### src/rtl/lifo_stack_if.sv
// Handshake/status bundle for lifo_stack; the hwm signal exists only when LIFO_HWM_EN is defined.
interface lifo_stack_if #(
  parameter int unsigned DATA_W = 8,
  parameter int unsigned ADDR_W = 4
);
    logic              push;
    logic              pop;
    logic              clr;
    logic [DATA_W-1:0] din;
    logic [DATA_W-1:0] dout;
    logic              dout_valid;
    logic [ADDR_W:0]   count;
    logic              full;
    logic              empty;
    logic              overflow;
    logic              underflow;
`ifdef LIFO_HWM_EN
    logic [ADDR_W:0]   hwm;
`endif

    modport master (
`ifdef LIFO_HWM_EN
        input  hwm,
`endif
        output push, pop, clr, din,
        input  dout, dout_valid, count, full, empty, overflow, underflow
    );

    modport slave (
`ifdef LIFO_HWM_EN
        output hwm,
`endif
        input  push, pop, clr, din,
        output dout, dout_valid, count, full, empty, overflow, underflow
    );
endinterface

### src/rtl/lifo_stack.sv
// Parametrised LIFO stack with registered pop data, sticky error flags and push+pop replace-top.
// Optional high-water mark output enabled by defining LIFO_HWM_EN.
module lifo_stack #(
    parameter int unsigned DATA_W = 8,
    parameter int unsigned ADDR_W = 4
) (
    input  logic          clk,
    input  logic          rst,
    lifo_stack_if.slave   bus
);
    localparam int unsigned DEPTH = 2**ADDR_W;

    logic [DATA_W-1:0] mem [DEPTH];

    logic [ADDR_W:0]   count_q, count_n;
    logic [DATA_W-1:0] dout_q, dout_n;
    logic              dv_q, dv_n;
    logic              ovf_q, ovf_n;
    logic              unf_q, unf_n;
    logic              full, empty;
    logic              wr_en;
    logic [ADDR_W-1:0] wr_addr;
    logic [ADDR_W:0]   count_m1;
    logic [ADDR_W-1:0] top_addr;

    assign full     = (count_q == (ADDR_W+1)'(DEPTH));
    assign empty    = (count_q == '0);
    assign count_m1 = count_q - 1'b1;
    assign top_addr = count_m1[ADDR_W-1:0];

    always_comb begin
        count_n = count_q;
        dout_n  = dout_q;
        dv_n    = 1'b0;
        ovf_n   = ovf_q;
        unf_n   = unf_q;
        wr_en   = 1'b0;
        wr_addr = count_q[ADDR_W-1:0];
        if (bus.clr) begin
            count_n = '0;
            ovf_n   = 1'b0;
            unf_n   = 1'b0;
        end else begin
            case ({bus.push, bus.pop})
                2'b10: begin
                    if (full) ovf_n = 1'b1;
                    else begin
                        wr_en   = 1'b1;
                        count_n = count_q + 1'b1;
                    end
                end
                2'b01: begin
                    if (empty) unf_n = 1'b1;
                    else begin
                        dout_n  = mem[top_addr];
                        dv_n    = 1'b1;
                        count_n = count_m1;
                    end
                end
                2'b11: begin
                    dv_n = 1'b1;
                    // Replace-top reads the old top before the same-edge write lands.
                    if (empty) dout_n = bus.din;
                    else begin
                        dout_n  = mem[top_addr];
                        wr_en   = 1'b1;
                        wr_addr = top_addr;
                    end
                end
                default: ;
            endcase
        end
    end

    always_ff @(posedge clk or posedge rst) begin
        if (rst) begin
            count_q <= '0;
            dout_q  <= '0;
            dv_q    <= 1'b0;
            ovf_q   <= 1'b0;
            unf_q   <= 1'b0;
        end else begin
            count_q <= count_n;
            dout_q  <= dout_n;
            dv_q    <= dv_n;
            ovf_q   <= ovf_n;
            unf_q   <= unf_n;
        end
    end

    always_ff @(posedge clk) begin
        if (wr_en) mem[wr_addr] <= bus.din;
    end

    assign bus.dout       = dout_q;
    assign bus.dout_valid = dv_q;
    assign bus.count      = count_q;
    assign bus.full       = full;
    assign bus.empty      = empty;
    assign bus.overflow   = ovf_q;
    assign bus.underflow  = unf_q;

`ifdef LIFO_HWM_EN
    logic [ADDR_W:0] hwm_q;

    always_ff @(posedge clk or posedge rst) begin
        if (rst)                  hwm_q <= '0;
        else if (bus.clr)         hwm_q <= '0;
        else if (count_n > hwm_q) hwm_q <= count_n;
    end

    assign bus.hwm = hwm_q;
`endif
endmodule

### src/flat_wrapper.sv
// flat-port wrapper written by rule: the top's interface ports become plain ports
module lifo_stack_flat 
#(
    parameter int unsigned DATA_W = 8,
    parameter int unsigned ADDR_W = 4
)
  (clk, rst, bus_push, bus_pop, bus_clr, bus_din, bus_dout, bus_dout_valid, bus_count, bus_full, bus_empty, bus_overflow, bus_underflow);
  lifo_stack_if #(.DATA_W(DATA_W), .ADDR_W(ADDR_W)) bus_i ();
  input  logic clk;
  input  logic rst;
  input wire logic [$bits(bus_i.push)-1:0] bus_push;
  input wire logic [$bits(bus_i.pop)-1:0] bus_pop;
  input wire logic [$bits(bus_i.clr)-1:0] bus_clr;
  input wire logic [$bits(bus_i.din)-1:0] bus_din;
  output wire logic [$bits(bus_i.dout)-1:0] bus_dout;
  output wire logic [$bits(bus_i.dout_valid)-1:0] bus_dout_valid;
  output wire logic [$bits(bus_i.count)-1:0] bus_count;
  output wire logic [$bits(bus_i.full)-1:0] bus_full;
  output wire logic [$bits(bus_i.empty)-1:0] bus_empty;
  output wire logic [$bits(bus_i.overflow)-1:0] bus_overflow;
  output wire logic [$bits(bus_i.underflow)-1:0] bus_underflow;
  assign bus_i.push = bus_push;
  assign bus_i.pop = bus_pop;
  assign bus_i.clr = bus_clr;
  assign bus_i.din = bus_din;
  assign bus_dout = bus_i.dout;
  assign bus_dout_valid = bus_i.dout_valid;
  assign bus_count = bus_i.count;
  assign bus_full = bus_i.full;
  assign bus_empty = bus_i.empty;
  assign bus_overflow = bus_i.overflow;
  assign bus_underflow = bus_i.underflow;
  lifo_stack #(.DATA_W(DATA_W), .ADDR_W(ADDR_W)) u_core (.clk(clk), .rst(rst), .bus(bus_i));
endmodule
### config.mk
export PLATFORM = sky130hd
export DESIGN_NAME = lifo_stack_flat
export DESIGN_NICKNAME = d
export VERILOG_FILES = /design/src/rtl/lifo_stack_if.sv /design/src/rtl/lifo_stack.sv /design/src/flat_wrapper.sv
export SDC_FILE = /design/constraint.sdc
export NUM_CORES = 1
export LEC_CHECK = 0
export CAP_MARGIN = 20
export CORE_MARGIN = 8
export CORE_UTILIZATION = 35
export CTS_CLUSTER_SIZE = 24
export DETAILED_ROUTE_END_ITERATION = 6
export PLACE_DENSITY_LB_ADDON = 0.2
export SYNTH_ARGS = -nofsm -noshare
export SYNTH_HDL_FRONTEND = slang
export SYNTH_SLANG_ARGS = --single-unit
### constraint.sdc
create_clock -name clk -period 4.4 [get_ports clk]
set_clock_uncertainty 0.15 [all_clocks]
set_input_delay 1.32 -clock clk [delete_from_list [all_inputs] [get_ports clk]]
set_output_delay 1.32 -clock clk [all_outputs]
set_load 0.01 [all_outputs]
# Word-level counts from Yosys, hierarchy flattened
# Memories as Yosys holds them, arrays and structs flattened.
# Index checks and enable logic that the tools add are counted.
totals:
  memories: 1
  word_cells: 51
  inputBits: 13
  output_inout_bits: 18
  ff_bits: 16
  ram_bits: 128
classes:
  eq_ne: 7
  n_mux: 24
  reduce_logical: 11
  addsub: 2
  bitwise: 1
memory_table:
  columns: ["memory", "words", "word_bits", "read_ports", "rd_ports_with_merged_regs", "write_ports", "line", "source"]
  rows:
  - ["u_core.mem", 16, 8, 1, 0, 1, "lifo_stack.sv:13", "logic [DATA_W-1:0] mem [DEPTH];"]
ops:
  columns: ["operator", "n"]
  rows:
  - ["$mux 8", 2]
  - ["$pmux 8 s2", 1]
  - ["$mux 5", 3]
  - ["$mux 1", 12]
  - ["$mux 4", 3]
  - ["$pmux 5 s2", 1]
  - ["$reduce_bool 2->1", 5]
  - ["$ne 3x3->1 const B", 2]
  - ["$reduce_and 3->1", 2]
  - ["$add 5x1->5 const B", 1]
  - ["$eq 5x5->1 const B", 1]
  - ["$logic_not 5->1", 1]
  - ["$sub 5x1->5 const B", 1]
  - ["$eq 2x2->1 const B", 2]
  - ["$pmux 1 s2", 2]
  - ["$reduce_and 2->1", 2]
  - ["$reduce_bool 3->1", 1]
  - ["$eq 2x1->1 const B", 1]
  - ["$ne 2x2->1 const B", 1]
  - ["$not 1->1", 1]

# Logic depth before layout (Yosys ltp)
# Gate-level depths: netlist of the first run.
depth:
  depth_word: 6
  depth_mapped: 12
  depth_no_buf: 8

# Worst setup path before layout of the first run
# Ideal clock, no wire load.
synth_path:
  kind: "register to output"
  from: "register u_core.count_q[0], in the netlist u_core.bus.count[0]"
  to: "output bus_full"
  stages_incl_launch_ff: 8
  path_slack_ns: 1.021
  arrival_time_ns: 1.909
  path_buffers: 3
  required_time_ns: 2.930
  cell_sequence: "dfrtp_1 > buf_4 > buf_2 > inv_1 > ha_1 > buf_4 > or4bb_1 > inv_1"
synth_between:
  elab_chain_cells: 1
synth_lines:
  columns: ["item", "line", "source"]
  rows:
  - ["start, declared", "lifo_stack.sv:15", "logic [ADDR_W:0] count_q, count_n;"]
  - ["start signal, assigned", "lifo_stack.sv:83", "count_q <= count_n;"]
  - ["$eq 5x5->1", "lifo_stack.sv:26", "assign full = (count_q == (ADDR_W+1)'(DEPTH));"]
  - ["end, declared", "flat_wrapper.sv:18", "output wire logic [$bits(bus_i.full)-1:0] bus_full;"]
# No other way between the ends.

# Worst setup path in the final report of the first run
layout_path:
  from: "register u_core.count_q[0], in the netlist u_core.bus.count[0]"
  to: "output bus_empty"
layout_between:
  elab_chain_cells: 1
layout_lines:
  columns: ["item", "line", "source"]
  rows:
  - ["$logic_not 5->1", "lifo_stack.sv:27", "assign empty = (count_q == '0);"]
  - ["end, declared", "flat_wrapper.sv:19", "output wire logic [$bits(bus_i.empty)-1:0] bus_empty;"]
# No other way between the ends.

==> results of run 1 <==
==> report_power, final <==
group | total (mW) | internal [mW] | switching [mW]
sequential | 1.64 | 1.57 | 0.0631
combinational | 1.00 | 0.447 | 0.557
clock | 1.43 | 0.888 | 0.543
total | 4.07 | 2.91 | 1.16
==> layout by cell type, fill, tap and decap left out, types with 3 or more instances in the layout <==
| cell | synthesis | final |
|---|---|---|
| nand3_1 | 6 | 6 |
| nand2_1 | 25 | 25 |
| edfxtp_1 | 128 | 128 |
| a21oi_1 | 13 | 13 |
| clkinvlp_4 | 0 | 6 |
| mux4_2 | 32 | 32 |
| clkbuf_16 | 0 | 17 |
| bufinv_16 | 0 | 3 |
| xnor2_1 | 6 | 6 |
| clkdlybuf4s50_1 | 0 | 30 |
| a22oi_1 | 8 | 8 |
| o21ai_0 | 5 | 5 |
| inv_1 | 9 | 9 |
| dfrtp_1 | 16 | 15 |
| nor2b_1 | 5 | 5 |
| o31ai_1 | 7 | 7 |
| o21ai_1 | 3 | 3 |
| and3_1 | 10 | 10 |
| buf_4 | 4 | 21 |
| nor2_1 | 29 | 29 |
==> kinds of logic after synthesis <==
logic type                 synth area share, %
and+or+nand+nor                          7.281
muxes                                    12.22
AOI/OAI and AO/OA                        5.942
buffers and inverters                    2.301
DFF                                      70.96
adders and majority gates               0.4183
xor gates and xnor gates                0.8787
==> worst paths after layout <==
path | from | endpoint | slack (ns) | cells past startpoint
setup / recovery | u_core.bus.count[0] | bus_empty | 0.32 | 5
hold / removal | u_core.bus.overflow | u_core.bus.overflow | 0.36 | 2
setup reg to reg | u_core.bus.count[0] | u_core.mem[1][5] | 1.23 | 8
hold reg to reg | u_core.bus.overflow | u_core.bus.overflow | 0.36 | 2
max in group asynchronous | rst | u_core.bus.count[0] | 2.46 | 2
min in group asynchronous | rst | u_core.bus.dout_valid | 1.17 | 2
==> per-stage QoR <==
stage | setup WS (ns) | util [%]
6_report | 0.3237 | 42.46
2_1_floorplan | 1.021 | -
3_5_place_dp | 0.5962 | 38.96
5_1_grt | 0.2051 | 42.46
3_3_place_gp | 0.6273 | 38.96
4_1_cts | 0.3139 | 42.46
==> layout make-up <==
cell class / instances / area share, %
multi-input cells: 182 / 22.16
clock buffers: 18 / 5.947
well taps: 225 / 3.901
repair buffers: 51 / 6.345
clock inverters: 14 / 2.306
inverters: 10 / 0.5201
flip-flops and latches: 144 / 58.82
==> layer usage <==
layer / GRT usage (%) / vias up / wire [um]
li1: - / 1500 / -
met1: 16.75 / 1680 / 5987
met2: 20.62 / 92 / 6472
met3: 3.414 / 20 / 656
met4: 5.822 / 0 / 335
met5: 0 / - / 0
==> sequential cells by signal, summed over array words and instances, names as in the netlist <==
name                   flops
u_core.bus.dout_valid      1
u_core.bus.count           5
u_core.bus.underflow       1
u_core.mem               128
u_core.bus.dout            8
u_core.bus.overflow        1
==> critical path, stage by stage, from the launching register on <==
cell             delay, ns
dfrtp_2               0.40
inv_1                 0.09
ha_1                  0.35
or4b_1                0.64
inv_2                 0.15
clkdlybuf4s50_1       0.56
==> impl_metrics.ini, run 1 <==
[synth]
ys_types = 46
yosys-top-cells-count = 128 x edfxtp_1, 32 x mux4_2, 29 x nor2_1, 25 x nand2_1, 16 x dfrtp_1
synth-seq-cells = 144
ys_seq_area_share_pct = 70.96
synth_flop_cell = edfxtp_1
synth_warnings = 0
synth_edf_count = 128
syn_area_per_cell_um2 = 16.89
synth_top_area_share_pct = 64.27
yosysMostFrequentCell = edfxtp_1
syn-num-nets = 369
syn-cell-area_mm2 = 0.005981
synth_cells = 354
synthTopCellsByArea = edfxtp_1 64%, mux4_2 12%, dfrtp_1 6.7%
yosysTopAreaCell = edfxtp_1
synthArstFlopShare_pct = 11.11

[timing]
drv_slew = 0
slew_headroom_pct = 32.41
fin_tns_setup_ns = 0
finalHoldViolCount = 0
fin_hold_ws_ns = 0.3554
finalCriticalPeriod_ns = 4.076
finalCritPeriodShare_pct = 92.64
worst_pin_slew_ns = 1.014
fmax_mhz = 245.3
finalSetupViolCount = 0
rsz0062_at_grt = no

[final_layout]
multi_input_area_mm2 = 0.001599
stdcell_area_mm2 = 0.007217
diodes = 0
drive_gt1_share_pct = 21.48
layout.nets = 421
fill_cells = 1523
final_cells = 644
syn_to_final_growth_pct = 20.67
regArea_mm2 = 0.004245

[place]
placed_cells = 612
globalplace.congestion = 0.7982
placed_cell_area_mm2 = 0.006621
hpwl_mm = 8.753
io_buffers = 30

[global_routing]
grt_overflow = 0
grt_max_degree = 42
grt_pass1_wl_mm = 20.71
grt_util_all_layers_pct = 13.10
antenna_found_initial = 0
grt_pass1_vias = 3505

[pwr]
p_leak_nw = 2.388
p_per_area_mw_per_mm2 = 564.2
ir_drop_mv = 0.2913
total_power_mw = 4.072

[floorplanning]
core-area_mm2 = 0.01700
initial_core_util_pct = 35.19
pin_count = 31
dieArea_mm2 = 0.02153
die_y_um = 146.7
fp-row-count = 48
fp.dieW_um = 146.7

[setup_path]
required_ns = 2.93
critPathLaunchType = flip-flop
crit_arrival_ns = 2.61
crit_path_end_kind = output pin
crit_fanout = 10
path_class = flip-flop to output pin

[clocking]
clk_pin_slew_worst_paths_ns = 0.06
clock_latency_ns = 0.41
tritoncts = done
cts_hold_buffers = 0
cts-resized-gates = 0
cts.sinks = 144
cts_max_level = 4
numCtsBuffers = 17
postCtsSetupRepairBufs = 0
cts_buffer_depth = 2
clockRootBuffer = clkbuf_16

[routing]
postRouteAntennaNets = 0
wire_per_inst_um = 20.89
via_count = 3292
drt_iter0_drc = 332
drc = 0
drt-total-wl_mm = 13.45
first_pass_iters = 5
vias_per_cell = 5.112

[hold_path]
holdCritPathClass = flip-flop to flip-flop

[run]
maxCapViolations = 0

[outcome]
outcome = complete, no violations
(Power assumes the default switching activity.)
==> run 2, diff against run 1 <==
Settings changed: ABC_AREA from default to 1, CORE_MARGIN 8 to 5, CORE_UTILIZATION 35 to 31.
==> impl_metrics.ini, run 2 <==
[final_layout]
multi_input_area_mm2 = 0.001758
fill_cells = 2016
final_cell_mix = 236 x nand2_1, 128 x edfxtp_1, 99 x nand3_1, 84 x inv_1, 30 x clkdlybuf4s50_1
top_register = u_core.mem
regArea_mm2 = 0.004245
drive_gt1_share_pct = 9.444
diodes = 0
final_common_cell = nand2_1
syn_to_final_growth_pct = 20.78
largest_reg_flops = 128
layout.nets = 722

[setup_path]
max_stage_delay_ns = 0.58
reg2reg_depth = 8
critPathTopFamily = buffers and inverters
critPathLaunchType = flip-flop
worstReg2RegStart = u_core.bus.count[0]
crit_arrival_ns = 2.30
crit_slowest_cell = clkdlybuf4s50_1
worst-path-buf-inv = 2
crit_chain = inv_1 > ha_1 > nand3_1 > nor2_1 > clkdlybuf4s50_1
crit_fanout = 5
required_ns = 2.93
crit_path_end_kind = output pin
r2r-end = u_core.mem[9][0]
path_class = flip-flop to output pin
r2r_setup_slack_ns = 1.34

[synth]
ys_seq_area_share_pct = 65.83
synthTopCellsByArea = edfxtp_1 60%, nand2_1 14%, nand3_1 7.7%
yosysMostFrequentCell = nand2_1
syn-cell-area_mm2 = 0.006447
synth_cells = 659
synth-seq-cells = 144
synth_top_area_share_pct = 59.62
synth_flop_cell = edfxtp_1
yosys-top-cells-count = 236 x nand2_1, 128 x edfxtp_1, 99 x nand3_1, 84 x inv_1, 24 x nor2_1
syn-num-nets = 674
ys_types = 24
syn_area_per_cell_um2 = 9.784
synthArstFlopShare_pct = 11.11
yosysTopAreaCell = edfxtp_1
synth_edf_count = 128
synth_warnings = 0

[routing]
via_count = 4594
vias_per_cell = 4.640
wire_per_inst_um = 16.44
top_layer = met4
drt_iter0_drc = 368
first_pass_iters = 5
postRouteAntennaNets = 0
drt-total-wl_mm = 16.27
met3_length_um = 900
drc = 0
dr_wl_met2_mm = 7.192
wl_met1_mm = 7.778

[clocking]
numCtsBuffers = 17
cts_max_level = 4
cts.sinks = 144
clockRootBuffer = clkbuf_16
clk_pin_slew_worst_paths_ns = 0.06
clock_latency_ns = 0.42
tritoncts = done
cts-resized-gates = 0
cts_buffer_depth = 2
postCtsSetupRepairBufs = 0
cts_hold_buffers = 0

[timing]
finalCriticalPeriod_ns = 3.773
slew_headroom_pct = 34.27
fin_hold_ws_ns = 0.3295
fin_tns_setup_ns = 0
drv_slew = 0
finalCritPeriodShare_pct = 85.74
rsz0062_at_grt = no
worst_pin_slew_ns = 0.9828
fmax_mhz = 265.1
finalSetupViolCount = 0
finalHoldViolCount = 0

[global_routing]
grt_overflow = 0
grt_util_all_layers_pct = 14.11
grt_max_degree = 69
grt_pass1_vias = 4527
antenna_found_initial = 0
grt_pass1_wl_mm = 25.50

[hold_path]
holdCritPathClass = flip-flop to flip-flop
hold-path-endpoint = u_core.bus.dout[7]
hold_path_depth = 2
worstHoldStart = u_core.bus.dout[7]

[place]
globalplace.congestion = 0.8445
hpwl_mm = 10.80
io_buffers = 30

[floorplanning]
core-area_mm2 = 0.02036
dieArea_mm2 = 0.02378
fp-row-count = 52
fp.dieW_um = 154.2
initial_core_util_pct = 31.66
die_y_um = 154.2
pin_count = 31

[run]
maxCapViolations = 0

[pwr]
p_leak_nw = 3.285
p_per_area_mw_per_mm2 = 553.3
ir_drop_mv = 0.2710

[outcome]
outcome = complete, no violations
run 2: cell type report:
cell class | count | share of cell area (%)
timing repair buffer | 54 | 6.170
inverter | 89 | 4.290
clock buffer | 18 | 5.511
multi-input combinational | 401 | 22.57
clock inverter | 14 | 2.603
sequential | 144 | 54.51
tap | 270 | 4.338
run 2: metal layers:
metal / global-route usage (%) / vias to the layer above
met5: 0 / -
met4: 5.383 / 0
met3: 3.548 / 28
met2: 20.86 / 141
met1: 20.00 / 2180
li1: - / 2245
run 2: metrics by stage:
step / power (mW) / setup slack (ns) / cell area [um2] / cells / util (%)
global placement: 2.796 / 0.6565 / 7156 / 958 / 35.14
global route: 4.534 / 0.5062 / 7787 / 990 / 38.24
detailed placement: 2.799 / 0.5840 / 7156 / 958 / 35.14
finish: 4.309 / 0.6272 / 7787 / 990 / 38.24
CTS: 4.336 / 0.6236 / 7787 / 990 / 38.24
floorplan: 2.355 / 1.325 / 6447 / 659 / -
run 2: how the worst max path moves through the flow:
stage                                    from  slack (ns)  cells after the start                to
after floorplan           u_core.bus.count[0]        1.33                      6          bus_full
after global placement                bus_pop        0.66                      8  u_core.mem[7][2]
after detailed placement              bus_pop        0.58                      8  u_core.mem[7][0]
after CTS                 u_core.bus.count[1]        0.62                      5          bus_full
after global routing      u_core.bus.count[1]        0.51                      5          bus_full
final                     u_core.bus.count[1]        0.63                      5          bus_full
run 2: power by group:
part | total, mW | internal (mW) | switching [mW]
Sequential | 1.61 | 1.57 | 0.0445
Combinational | 1.16 | 0.390 | 0.772
Clock | 1.54 | 0.957 | 0.580
Total | 4.31 | 2.91 | 1.40
run 2: worst register-to-register path: stages (launching register included):
cell	delay, ns
dfrtp_2	0.40
inv_2	0.06
buf_4	0.56
nand3_1	0.28
nand2_1	0.13
nand2_2	0.15
o22ai_1	0.28
nand2_1	0.16
nor2_1	0.52
run 2: logic make-up (layout without fill, tap and decap cells):
group	after synthesis	count (layout)	share of synthesized area [%]
simple gates	368	368	23.83
xor+xnor	6	6	1.048
fa+ha+maj	2	2	0.3881
buf+inv	114	175	6.908
compound gates	25	25	1.999
flops	144	144	65.83
==> run 3, diff against run 2 <==
Settings changed: HOLD_SLACK_MARGIN from default to 0.02, MAX_ROUTING_LAYER from default to met4.
==> impl_metrics.ini, run 3 (same netlist as run 2, synthesis figures left out) <==
[timing]
drv_slew = 0
fmax_mhz = 266.3
finalCritPeriodShare_pct = 85.34
worst_pin_slew_ns = 0.9519
slew_headroom_pct = 36.34
finalHoldViolCount = 0
rsz0062_at_grt = no
fin_tns_setup_ns = 0
finalSetupViolCount = 0
finalCriticalPeriod_ns = 3.755
fin_hold_ws_ns = 0.3296

[place]
globalplace.congestion = 0.8578
placed_cell_area_mm2 = 0.007156
hpwl_mm = 10.80
io_buffers = 30

[global_routing]
grt_max_degree = 69
grt_util_all_layers_pct = 14.53
grt_overflow = 0
antenna_found_initial = 0
grt_pass1_wl_mm = 25.50
grt_pass1_vias = 4524

[clocking]
cts-resized-gates = 0
clk_pin_slew_worst_paths_ns = 0.06
tritoncts = done
clock_latency_ns = 0.42
cts_hold_buffers = 0
cts_max_level = 4
numCtsBuffers = 17
postCtsSetupRepairBufs = 0
clockRootBuffer = clkbuf_16
cts.sinks = 144
cts_buffer_depth = 2

[final_layout]
stdcell_area_mm2 = 0.007787
final_common_cell = nand2_1
syn_to_final_growth_pct = 20.78
top_register = u_core.mem
diodes = 0
drive_gt1_share_pct = 9.444
layout.nets = 722
final_cell_mix = 236 x nand2_1, 128 x edfxtp_1, 99 x nand3_1, 84 x inv_1, 30 x clkdlybuf4s50_1
largest_reg_flops = 128

[setup_path]
crit_arrival_ns = 2.28
crit_fanout = 5
path_class = flip-flop to output pin
crit_path_end_kind = output pin
critPathLaunchType = flip-flop
required_ns = 2.93

[routing]
drt_iter0_drc = 335
first_pass_iters = 6
wire_per_inst_um = 16.45
postRouteAntennaNets = 0
drc = 0
drt-total-wl_mm = 16.29
via_count = 4580
vias_per_cell = 4.626

[hold_path]
holdCritPathClass = flip-flop to flip-flop

[run]
maxCapViolations = 0

[floorplanning]
fp-row-count = 52
initial_core_util_pct = 31.66
die_y_um = 154.2
core-area_mm2 = 0.02036
pin_count = 31
fp.dieW_um = 154.2
dieArea_mm2 = 0.02378

[pwr]
p_leak_nw = 3.285
total_power_mw = 4.308
p_per_area_mw_per_mm2 = 553.2
ir_drop_mv = 0.2692

[outcome]
outcome = complete, no violations
## run 3: cell counts in the layout (fill, tap and decap cells not counted)
Identical to the previous run, type by type.
## run 3: critical path, stage by stage (launching register included)
cell and delay, ns:
dfrtp_1 0.44, inv_1 0.14, ha_1 0.30, nand3_1 0.18, nor2_1 0.22, clkdlybuf4s50_1 0.58
## run 3: per-layer routing
metal  wire length, um  vias to the layer above  track usage, %
li1                  -                     2243               -
met1              7796                     2190           20.06
met2              7221                      123           20.86
met3               901                       24           3.493
met4               371                        0           5.383
met5                 0                        -               -
## run 3: layout make-up
| cell class | instances | area [um2] |
|---|---|---|
| flip-flops and latches | 144 | 4245 |
| well taps | 270 | 337.8 |
| repair buffers | 54 | 480.5 |
| inverters | 89 | 334.1 |
| clock inverters | 14 | 202.7 |
| multi-input cells | 401 | 1758 |
| clock buffers | 18 | 429.2 |
| fillers | 2016 | 12580 |
## run 3: power breakdown
group,total (mW),internal [mW],switching (mW)
clock,1.53,0.957,0.576
sequential,1.61,1.57,0.0440
combinational,1.17,0.390,0.775
total,4.31,2.91,1.40
## run 3: worst paths after layout
check                               startpoint                  end  slack, ns  cells past startpoint
setup reg to reg           u_core.bus.count[0]     u_core.mem[9][0]       1.34                      8
min in group asynchronous                  rst   u_core.bus.dout[2]       1.12                      2
setup / recovery           u_core.bus.count[1]             bus_full       0.65                      5
hold / removal              u_core.bus.dout[7]   u_core.bus.dout[7]       0.33                      2
max in group asynchronous                  rst  u_core.bus.count[0]       2.54                      2
hold reg to reg             u_core.bus.dout[7]   u_core.bus.dout[7]       0.33                      2
## run 3: metrics by stage
stage	std cells	utilization, %	worst slack (ns)
2_1_floorplan	659	-	1.325
3_3_place_gp	958	35.14	0.6565
6_report	990	38.24	0.6451
4_1_cts	990	38.24	0.6236
5_1_grt	990	38.24	0.5062
3_5_place_dp	958	35.14	0.5840
